[src/rtl/ows_rd_interface.sv]
// 1-Wire slave receive front end: synchronises the bus, measures each low period and
// classifies it as glitch, write-1 slot, write-0 slot or master reset pulse. Bits are
// assembled LSB-first into bytes; reset pulses drive the presence transmitter handshake.
module ows_rd_interface #(
    parameter int unsigned GLITCH_MIN = 25,    // shortest low period that counts as a slot
    parameter int unsigned BIT_THR    = 750,   // low below this is a 1, otherwise a 0
    parameter int unsigned RST_MIN    = 24000, // low at or above this is a reset pulse
    parameter int unsigned BLANK      = 24000  // bus-ignore window covering our own presence
) (
    input  logic       clk_i,
    input  logic       rst_i,
    input  logic       data_in_i,
    output logic       snd_prsnc_o,
    output logic       stop_flg_o,
    output logic [7:0] rx_byte_o,
    output logic       rx_valid_o,
    output logic [2:0] bit_cnt_o
);

    localparam logic [31:0] GlitchMinC = 32'(GLITCH_MIN);
    localparam logic [31:0] BitThrC    = 32'(BIT_THR);
    localparam logic [31:0] RstMinC    = 32'(RST_MIN);
    localparam logic [31:0] BlankLastC = 32'(BLANK) - 32'd1;

    typedef enum logic [1:0] {
        StIdle,
        StLow,
        StBlank
    } state_e;

    state_e      state_q;
    logic        s1_q, s2_q, s2_dly_q;
    logic [31:0] cnt_q;
    logic [31:0] blank_cnt_q;
    logic [7:0]  sh_q;
    logic [7:0]  rx_byte_q;
    logic [2:0]  bit_cnt_q;
    logic        snd_prsnc_q, stop_flg_q, rx_valid_q;

    logic fall, rise, rx_bit;
    logic [7:0] sh_next;

    // Edge detection on the synchronised bus and classification of the finished slot.
    always_comb begin
        fall    = s2_dly_q & ~s2_q;
        rise    = ~s2_dly_q & s2_q;
        rx_bit  = (cnt_q < BitThrC);
        sh_next = {rx_bit, sh_q[7:1]};
    end

    // Two-flop synchroniser plus one delay stage for edge detection; idle bus is high.
    always_ff @(posedge clk_i or posedge rst_i) begin
        if (rst_i) begin
            s1_q     <= 1'b1;
            s2_q     <= 1'b1;
            s2_dly_q <= 1'b1;
        end else begin
            s1_q     <= data_in_i;
            s2_q     <= s1_q;
            s2_dly_q <= s2_q;
        end
    end

    // Slot-measuring FSM with registered pulse outputs and byte assembly.
    always_ff @(posedge clk_i or posedge rst_i) begin
        if (rst_i) begin
            state_q     <= StIdle;
            cnt_q       <= '0;
            blank_cnt_q <= '0;
            sh_q        <= '0;
            rx_byte_q   <= '0;
            bit_cnt_q   <= '0;
            snd_prsnc_q <= 1'b0;
            stop_flg_q  <= 1'b0;
            rx_valid_q  <= 1'b0;
        end else begin
            snd_prsnc_q <= 1'b0;
            stop_flg_q  <= 1'b0;
            rx_valid_q  <= 1'b0;
            unique case (state_q)
                StIdle: begin
                    if (fall) begin
                        state_q <= StLow;
                        cnt_q   <= 32'd1;
                    end
                end
                StLow: begin
                    if (rise) begin
                        state_q <= StIdle;
                        if (cnt_q == RstMinC) begin
                            // stop_flg already fired when the count saturated, so it leads.
                            snd_prsnc_q <= 1'b1;
                            blank_cnt_q <= '0;
                            state_q     <= StBlank;
                        end else if (cnt_q >= GlitchMinC) begin
                            sh_q <= sh_next;
                            if (bit_cnt_q == 3'd7) begin
                                rx_byte_q  <= sh_next;
                                rx_valid_q <= 1'b1;
                                bit_cnt_q  <= 3'd0;
                            end else begin
                                bit_cnt_q <= bit_cnt_q + 3'd1;
                            end
                        end
                    end else if (cnt_q < RstMinC) begin
                        cnt_q <= cnt_q + 32'd1;
                        if (cnt_q + 32'd1 == RstMinC) begin
                            // Reset pulse recognised: abort transmitter, drop partial byte.
                            stop_flg_q <= 1'b1;
                            sh_q       <= '0;
                            bit_cnt_q  <= '0;
                        end
                    end
                end
                StBlank: begin
                    if (blank_cnt_q >= BlankLastC) begin
                        state_q <= StIdle;
                    end else begin
                        blank_cnt_q <= blank_cnt_q + 32'd1;
                    end
                end
                default: state_q <= StIdle;
            endcase
        end
    end

    assign snd_prsnc_o = snd_prsnc_q;
    assign stop_flg_o  = stop_flg_q;
    assign rx_byte_o   = rx_byte_q;
    assign rx_valid_o  = rx_valid_q;
    assign bit_cnt_o   = bit_cnt_q;

endmodule

[config.mk]
export PLATFORM = sky130hd
export DESIGN_NAME = ows_rd_interface
export DESIGN_NICKNAME = d
export VERILOG_FILES = /design/src/rtl/ows_rd_interface.sv
export SDC_FILE = /design/constraint.sdc
export NUM_CORES = 1
export LEC_CHECK = 0
export CAP_MARGIN = 10
export CORE_ASPECT_RATIO = 0.6
export CORE_MARGIN = 5
export CORE_UTILIZATION = 65
export CTS_CLUSTER_SIZE = 24
export DETAILED_ROUTE_END_ITERATION = 8
export PLACE_DENSITY = 0.84
export SETUP_SLACK_MARGIN = 0.05
export SLEW_MARGIN = 20
export SYNTH_ARGS = -nofsm -noshare
export SYNTH_HDL_FRONTEND = slang
export SYNTH_SLANG_ARGS = --single-unit
[constraint.sdc]
create_clock -name clk_i -period 6 [get_ports clk_i]
set_input_delay 1.2 -clock clk_i [delete_from_list [all_inputs] [get_ports clk_i]]
set_output_delay 1.2 -clock clk_i [all_outputs]
set_load 0.05 [all_outputs]
# Yosys cells after proc, flatten, opt, wreduce, memory -nomap -nowiden
# Index checks and enable logic that the tools add are counted.
# op_classes
n_reduce_logical	10
addsub	3
mul	0
div	0
bitwise	5
n_eq_ne	14
muxes	36
n_shift	0
n_lt_le_gt_ge	4
# op_table
operator	n
32-bit two-way mux	6
32-bit one-hot mux with 2 select lines	2
32-bit by 1-bit adder with 32-bit output, second input constant	2
32-bit by 15-bit == test with 1-bit output, second input constant	2
8-bit two-way mux	5
32-bit by 15-bit greater-or-equal comparator with 1-bit output, second input constant	1
32-bit by 5-bit greater-or-equal comparator with 1-bit output, second input constant	1
32-bit by 10-bit less-than comparator with 1-bit output, second input constant	1
32-bit by 15-bit less-than comparator with 1-bit output, second input constant	1
3-bit two-way mux	6
2-bit != test, second input constant	8
1-bit two-way mux	12
5-bit AND reduction	2
2-bit two-way mux	4
4-bit AND reduction	2
2-bit nonzero test	4
2-bit one-hot mux with 3 select lines	1
3-bit by 1-bit adder with 3-bit output, second input constant	1
3-bit == test, second input constant	1
1-bit inverter	3
3-bit AND reduction	1
1-bit bitwise AND	2
2-bit by 1-bit == test with 1-bit output, second input constant	1
2-bit == test, second input constant	1
other kinds (2)	2
# totals
regBits	91
out_inout_bits	14
ram_bits	0
in_bits	3
latchBits	0
mem_bits_ro	0
elab_cells	84
memories	0

# Depth between registers and ports, before layout
# Gate-level depths: netlist of the first run.
# logic_depth
ltp_word	6
ltp_mapped	11
ltp_nobuf	9

# Worst setup path after synthesis of the first run
# OpenSTA, ideal clock, no wires.
# synth_path
path_type	reg2reg
startpoint	register cnt_q[0]
endpoint	register bit_cnt_q[0] (netlist: bit_cnt_o[0])
setup_time_ns	0.125
required_ns	5.875
n_path_buf	2
path_slack_ns	3.601
period_less_slack_ns	2.399
stages_incl_launch_ff	11
arrival_time_ns	2.273
path_cell_list	dfrtp_1 ha_1 buf_2 nand4_1 or4_1 xor2_1 nor2_2 o2111a_1 buf_6 nor2_4 mux2_4
# synth_between
elab_chain_cells	4
# synth_rtl
item	line	text
start, declared	33	logic [31:0] cnt_q;
start signal, assigned	106	cnt_q <= cnt_q + 32'd1;
32-bit by 1-bit adder with 32-bit output	107	if (cnt_q + 32'd1 == RstMinC) begin
32-bit by 15-bit == test with 1-bit output	107	
2-bit nonzero test (no line)	-	
5-bit AND reduction (no line) (*)	-	
end signal, assigned	102	bit_cnt_q <= bit_cnt_q + 3'd1;
end, declared	37	logic [2:0] bit_cnt_q;
# Every way passes the cells marked *; elsewhere a longest branch is shown, timed or not.
# A chain may end at the register's enable or synchronous reset.

# Final worst setup path of the first run
# layout_path
startpoint	register cnt_q[8]
endpoint	register cnt_q[9]
# layout_between
elab_chain_cells	4
# layout_rtl
item	line	text
32-bit by 1-bit adder with 32-bit output	106	
32-bit two-way mux	105	end else if (cnt_q < RstMinC) begin
32-bit two-way mux	88	if (rise) begin
32-bit one-hot mux with 2 select lines	80	unique case (state_q)
# Several ways; a longest one is shown, not always the timed one. The select of a mux whose other input is x is not followed.

==> impl_metrics.json, run 1 <==
{
  "maxSlewHeadroom_pct": 37.5,
  "synth_nets": 424,
  "worst-r2r-setup-slack_ns": 3.11,
  "worst_setup_path_end_kind": "flip-flop",
  "ir_worst_vdd_uv": 164,
  "clkPwrFrac_pct": 33.0,
  "slew_violations": 0,
  "diodes": 0,
  "finalHoldViolations": 0,
  "synth_area_per_cell_um2": 10.4,
  "ioPinCount": 17,
  "max_freq_ghz": 0.346,
  "drt_iter0_drc": 325,
  "finalCritPeriodShare_pct": 48.1,
  "worstReg2RegStart": "cnt_q[8]",
  "yosys.area.top_type": "dfrtp_1",
  "ys_seq_area_share_pct": 52.4,
  "worstReg2RegEnd": "cnt_q[9]",
  "powerDensity_nw_per_um2": 242,
  "start_util_pct": 65.6,
  "cts_resized": 0,
  "finalSetupViolCount": 0,
  "min_to": "s2_q",
  "die_x_um": 115,
  "synth_edf_count": 0,
  "ys_warn_count": 0,
  "worst-setup-path-type": "flip-flop to flip-flop",
  "p_leak_uw": 0.00218,
  "synth_area_leaders": "dfrtp_1 51%, and2_1 5.1%, nand2_1 2.8%",
  "grt_pass1_wl_mm": 14.9,
  "critical-path-max-stage-delay_ns": 0.65,
  "top_layer_used": "met4",
  "min-delay-path-class": "flip-flop to flip-flop",
  "place_hpwl_mm": 6.02,
  "fin_cells": 515,
  "ant_nets": 0,
  "clock-sinks": 90,
  "clk_latency_ns": 0.37,
  "antenna_found_initial": 0,
  "finalNetCount": 433,
  "synth_cell_types": 64,
  "grt_usage_pct": 22.8,
  "yosysTopAreaCellShare_pct": 50.6,
  "maxCapViolations": 0,
  "wl_met3_um": 611,
  "synthArstFlopShare_pct": 100,
  "min_delay_path_depth": 0,
  "post_drt_wl_per_cell_um": 16.8,
  "seq_power_share_pct": 58.2,
  "synth_flop_cell": "dfrtp_1",
  "start_kind": "flip-flop",
  "port_buffers": 16,
  "vias": 3133,
  "combPwrFrac_pct": 8.8,
  "synth_seq_cells": 90,
  "postCtsSetupBuffers": 0,
  "core_um2": 6560,
  "drt-met1-wl_mm": 4.33,
  "path_cells": "and3_1 > o2111ai_1 > nand4bb_1 > a21o_1 > nor2_1 > nand4_1 > o21ai_0",
  "cts.reportedPaths.clkPinSlew_ns": 0.09,
  "grt_setup_unrepaired": "no",
  "dp_cells": 499,
  "outcome": "finished clean",
  "worstMarginPinSlew_ns": 0.935,
  "syn_area_um2": 4300,
  "drtPass1Iterations": 5,
  "worst-r2r-cell-count": 7,
  "required_ns": 6.30,
  "viasPerCell": 6.08,
  "period_needed_ns": 2.89,
  "cts-root-buf": "clkbuf_8",
  "power.internal_uw": 806,
  "wl_met2_mm": 3.63,
  "grt_max_degree": 57,
  "grt_pass1_vias": 2955,
  "die_y_um": 73.0,
  "crit_slowest_cell": "nor2_1",
  "min_from": "s1_q",
  "skew_ns": 0.00904,
  "gp_congestion": 0.898,
  "swShare_pct": 28.5,
  "switching_power_uw": 321,
  "route.detailed.drc": 0,
  "cts_tree": "yes",
  "fin_setup_tns_ns": 0,
  "die-area_um2": 8400,
  "cp_max_fo": 34,
  "area_growth_pct": 8.14,
  "drive_above_1_share_pct": 12.6,
  "htree_levels": 3,
  "arrival_ns": 3.18,
  "routed_wl_mm": 8.65,
  "rows": 23,
  "clock_path_buffers": 2,
  "hold_buffers": 0,
  "gr-total-overflow": 0,
  "cts_made_buffers": 9,
  "netlist_instances": 414
}
==> power by group through the flow <==
stage	sequential (uW)	clock [uW]	combinational [uW]
after global placement	667	0	94.4
after CTS	655	380	99.6
after global routing	660	405	116
after floorplan	651	0	92.0
after detailed placement	667	0	99.4
final	656	372	99.2
==> cells by family (layout without fill, tap and decap cells) <==
kind of cell	Yosys count	in the layout	share of synthesized area, %
fa+ha+maj	8	8	2.27
simple gates	187	187	24.5
xor+xnor	11	11	2.24
flops	90	90	52.4
compound gates	73	73	11.6
buf+inv	32	46	3.40
mux	13	13	3.52
==> state kept, by name, indices dropped and copies added, names as in the netlist <==
name and flops:
state_q 2, bit_cnt_o 3, cnt_q 32, rx_byte_o 8
blank_cnt_q 32, s2_q 1, s1_q 1, stop_flg_o 1
rx_valid_o 1, sh_q 7, snd_prsnc_o 1, s2_dly_q 1
==> area by class of cell <==
cell class | count | area (um^2)
Inverter | 13 | 50.0
Multi-Input combinational cell | 292 | 1900
Fill cell | 489 | 1910
Sequential cell | 90 | 2260
Timing Repair Buffer | 17 | 168
Tap cell | 87 | 109
Clock inverter | 6 | 41.3
Clock buffer | 10 | 128
==> metrics by stage <==
step	instance area [um^2]	utilization, %	hold WS [ns]	power [uW]	setup slack, ns
floorplan	4300	-	0.345	743	2.47
global placement	4480	68.3	0.347	761	3.16
detailed placement	4480	68.3	0.349	766	3.16
CTS	4650	70.9	0.361	1140	3.14
global route	4650	70.9	0.371	1180	2.88
finish	4650	70.9	0.363	1130	3.11
==> worst max-delay path by stage <==
stage              endpoint     start  slack [ns]  cells past startpoint
3_5_place_dp   bit_cnt_o[0]  cnt_q[0]        3.16                      8
2_1_floorplan  bit_cnt_o[0]     rst_i        2.47                      1
4_1_cts        bit_cnt_o[0]  cnt_q[0]        3.14                      8
5_1_grt        bit_cnt_o[0]  cnt_q[0]        2.88                      8
3_3_place_gp   bit_cnt_o[1]  cnt_q[0]        3.16                      8
6_report           cnt_q[9]  cnt_q[8]        3.11                      7
==> critical path, delay by kind of cell (launching register included) <==
| family | cells | cell delay (ns) |
|---|---|---|
| AND/OR/NAND/NOR | 4 | 1.31 |
| AO/OA/AOI/OAI | 3 | 0.97 |
| flip-flops | 1 | 0.52 |
==> layer usage <==
| metal | vias to the layer above | global-route usage, % |
|---|---|---|
| met2 | 102 | 31.5 |
| li1 | 1490 | - |
| met4 | 0 | 6.12 |
| met5 | - | 0 |
| met3 | 10 | 6.30 |
| met1 | 1531 | 35.3 |
==> cells in the final DEF (no fill, tap or decap), types with 10 or more instances in the layout <==
cell | Yosys | layout
dfrtp_1 | 87 | 87
nor3b_1 | 10 | 10
nand2_1 | 32 | 32
and2_1 | 35 | 35
inv_1 | 12 | 11
a21oi_1 | 11 | 11
clkdlybuf4s50_1 | 0 | 16
nor2_1 | 32 | 32
o21ai_0 | 22 | 22
nand3_1 | 15 | 15
==> cells in the mapped netlist (all sizes together) (10+ instances only) <==
cell / number
o21ai: 22
mux2: 11
nand2: 33
buf: 10
dfrtp: 87
nor4: 10
a21oi: 12
nor2: 34
inv: 12
nand3: 18
nor3b: 10
and2: 36
(Power assumes the default switching activity.)
==> inputs of run 2 (changes only) <==
--- a/config.mk
+++ b/config.mk
@@ -8,10 +8,10 @@
 export CAP_MARGIN = 10
 export CORE_ASPECT_RATIO = 0.6
 export CORE_MARGIN = 5
-export CORE_UTILIZATION = 65
+export CORE_UTILIZATION = 55
 export CTS_CLUSTER_SIZE = 24
 export DETAILED_ROUTE_END_ITERATION = 8
-export PLACE_DENSITY = 0.84
+export PLACE_DENSITY = 0.76
 export SETUP_SLACK_MARGIN = 0.05
 export SLEW_MARGIN = 20
 export SYNTH_ARGS = -nofsm -noshare
==> constraint.sdc (replaced) <==
create_clock -name clk_i -period 2.56 [get_ports clk_i]
set_input_delay 0.512 -clock clk_i [delete_from_list [all_inputs] [get_ports clk_i]]
set_output_delay 0.512 -clock clk_i [all_outputs]
set_load 0.05 [all_outputs]
==> run 2 against run 1 <==
Effect of this change:
- critical path depth rose by 3
- via count rose by 2.9%
- non-clock buffer count rose by 21
- sequential cell count did not move
- sequential power rose by 130%
- clock power rose to 3.5 times the previous value
- global-route usage fell by 2.5 points
- clock-buffer cell count rose by 1
- routed wire length rose by 4.6%
- utilization fell by 5.7 points
- largest cell class unchanged
- largest power group unchanged
==> impl_metrics.json, run 2 (synthesis gave the netlist of run 1 again) <==
{
  "period_needed_ns": 2.46,
  "swShare_pct": 25.8,
  "final_cell_mix": "83 x dfrtp_1, 35 x and2_1, 32 x nor2_1, 32 x nand2_1, 22 x o21ai_0",
  "worst-r2r-cell-count": 10,
  "required_ns": 2.79,
  "place_hpwl_mm": 6.39,
  "endpoint": "bit_cnt_o[0]",
  "clock_path_buffers": 2,
  "gr-total-overflow": 0,
  "skew_ns": 0.00974,
  "max_freq_ghz": 0.406,
  "ir_worst_vdd_uv": 473,
  "switching_power_uw": 815,
  "routed_wl_mm": 9.05,
  "gp_congestion": 0.947,
  "core_um2": 7760,
  "die_x_um": 124,
  "ioPinCount": 17,
  "rows": 25,
  "drive_above_1_share_pct": 18.5,
  "maxCapViolations": 0,
  "finalHoldViolations": 0,
  "port_buffers": 16,
  "clock-sinks": 90,
  "htree_levels": 3,
  "clkPwrFrac_pct": 41.6,
  "antenna_found_initial": 0,
  "grt_usage_pct": 20.3,
  "p_leak_uw": 0.00236,
  "final_util_pct": 65.2,
  "min-delay-path-class": "flip-flop to flip-flop",
  "drtPass1Iterations": 5,
  "finalSetupViolCount": 0,
  "outcome": "finished clean",
  "pre_cts_slack_ns": 0.103,
  "clk_latency_ns": 0.34,
  "seq_power_share_pct": 47.7,
  "worst-r2r-setup-slack_ns": 0.1,
  "finalCritPeriodShare_pct": 96.2,
  "power.internal_uw": 2340,
  "worst_setup_path_end_kind": "flip-flop",
  "worstMarginPinSlew_ns": 0.519,
  "worstReg2RegEnd": "bit_cnt_o[0]",
  "start_kind": "flip-flop",
  "route.detailed.drc": 0,
  "cp_max_fo": 9,
  "hold_buffers": 0,
  "start_util_pct": 55.5,
  "grt_setup_unrepaired": "yes",
  "powerDensity_nw_per_um2": 624,
  "worstReg2RegStart": "cnt_q[0]",
  "finalNetCount": 454,
  "vias": 3224,
  "grt_max_degree": 37,
  "slew_violations": 0,
  "maxSlewHeadroom_pct": 65.3,
  "worst-setup-path-type": "flip-flop to flip-flop",
  "ant_nets": 0,
  "cts_made_buffers": 9,
  "viasPerCell": 5.79,
  "die_y_um": 78.5,
  "area_growth_pct": 17.6,
  "cts_tree": "yes",
  "post_drt_wl_per_cell_um": 16.2,
  "drt_iter0_drc": 300,
  "die-area_um2": 9750,
  "arrival_ns": 2.69,
  "crit_start": "cnt_q[0]",
  "cts.reportedPaths.clkPinSlew_ns": 0.06,
  "final_common_cell": "dfrtp_1",
  "grt_pass1_wl_mm": 15.2,
  "diodes": 0,
  "combPwrFrac_pct": 10.7,
  "cts-root-buf": "clkbuf_16",
  "worst_slack_ns": 0.0966,
  "grt_pass1_vias": 3129,
  "n_fill_cell": 616
}
[run 2: cell type report]
| type | count | area [um^2] | area share, % |
|---|---|---|---|
| clock buffers | 11 | 233 | 4.60 |
| clock inverters | 5 | 62.6 | 1.24 |
| inverters | 13 | 52.6 | 1.04 |
| multi-input cells | 292 | 1970 | 38.8 |
| flip-flops and latches | 90 | 2260 | 44.7 |
| well taps | 108 | 135 | 2.67 |
| repair buffers | 38 | 350 | 6.92 |
[run 2: per-stage QoR]
step | cells | hold slack, ns | instance area (um^2) | power (uW) | TNS (ns)
floorplan | 414 | 0.345 | 4310 | 1740 | 0
global placement | 539 | 0.349 | 4680 | 1830 | 0
detailed placement | 539 | 0.349 | 4680 | 1850 | 0
CTS | 555 | 0.358 | 4970 | 3170 | 0
global route | 557 | 0.364 | 5060 | 3280 | -0.0141
finish | 557 | 0.358 | 5060 | 3150 | 0
[run 2: timing repair]
action                                  4_1_cts  5_1_grt
resized for setup                             0       12
endpoints found under the setup margin        0       25
setup buffers                                 0        2
[run 2: metal layers]
layer / wire [um] / vias to the layer above / GRT usage (%)
li1: - / 1531 / -
met2: 3730 / 99 / 27.6
met4: 151 / 0 / 6.78
met1: 4590 / 1575 / 30.8
met5: 0 / - / 0
met3: 577 / 19 / 5.98
[run 2: worst min-delay path by stage]
stage | from | to | slack, ns | depth (start not counted)
detailed placement | s1_q | s2_q | 0.35 | 0
CTS | s1_q | s2_q | 0.36 | 0
finish | s1_q | s2_q | 0.36 | 0
global route | s1_q | s2_q | 0.36 | 0
floorplan | s1_q | s2_q | 0.35 | 0
global placement | s1_q | s2_q | 0.35 | 0
[run 2: worst max-delay path, stage by stage (launching register included)]
cell	delay (ns)
dfrtp_1	0.36
ha_1	0.26
nand4_1	0.19
buf_4	0.19
nor3_2	0.19
mux2i_1	0.12
and3_1	0.17
o2111a_1	0.25
buf_4	0.17
nor2_4	0.13
mux2_4	0.31
[run 2: power by group through the flow]
stage | Combinational, uW | Sequential (uW) | Clock [uW]
floorplan | 216 | 1520 | 0
global placement | 310 | 1520 | 0
detailed placement | 320 | 1530 | 0
CTS | 329 | 1500 | 1340
global route | 369 | 1510 | 1400
finish | 337 | 1510 | 1310
==> inputs of run 3 (changes only) <==
--- a/config.mk
+++ b/config.mk
@@ -11,6 +11,7 @@
 export CORE_UTILIZATION = 55
 export CTS_CLUSTER_SIZE = 24
 export DETAILED_ROUTE_END_ITERATION = 8
+export GPL_ROUTABILITY_DRIVEN = 0
 export PLACE_DENSITY = 0.76
 export SETUP_SLACK_MARGIN = 0.05
 export SLEW_MARGIN = 20
==> results of run 3 <==
Final layout, timing and power as in run 2 (identical DEF).
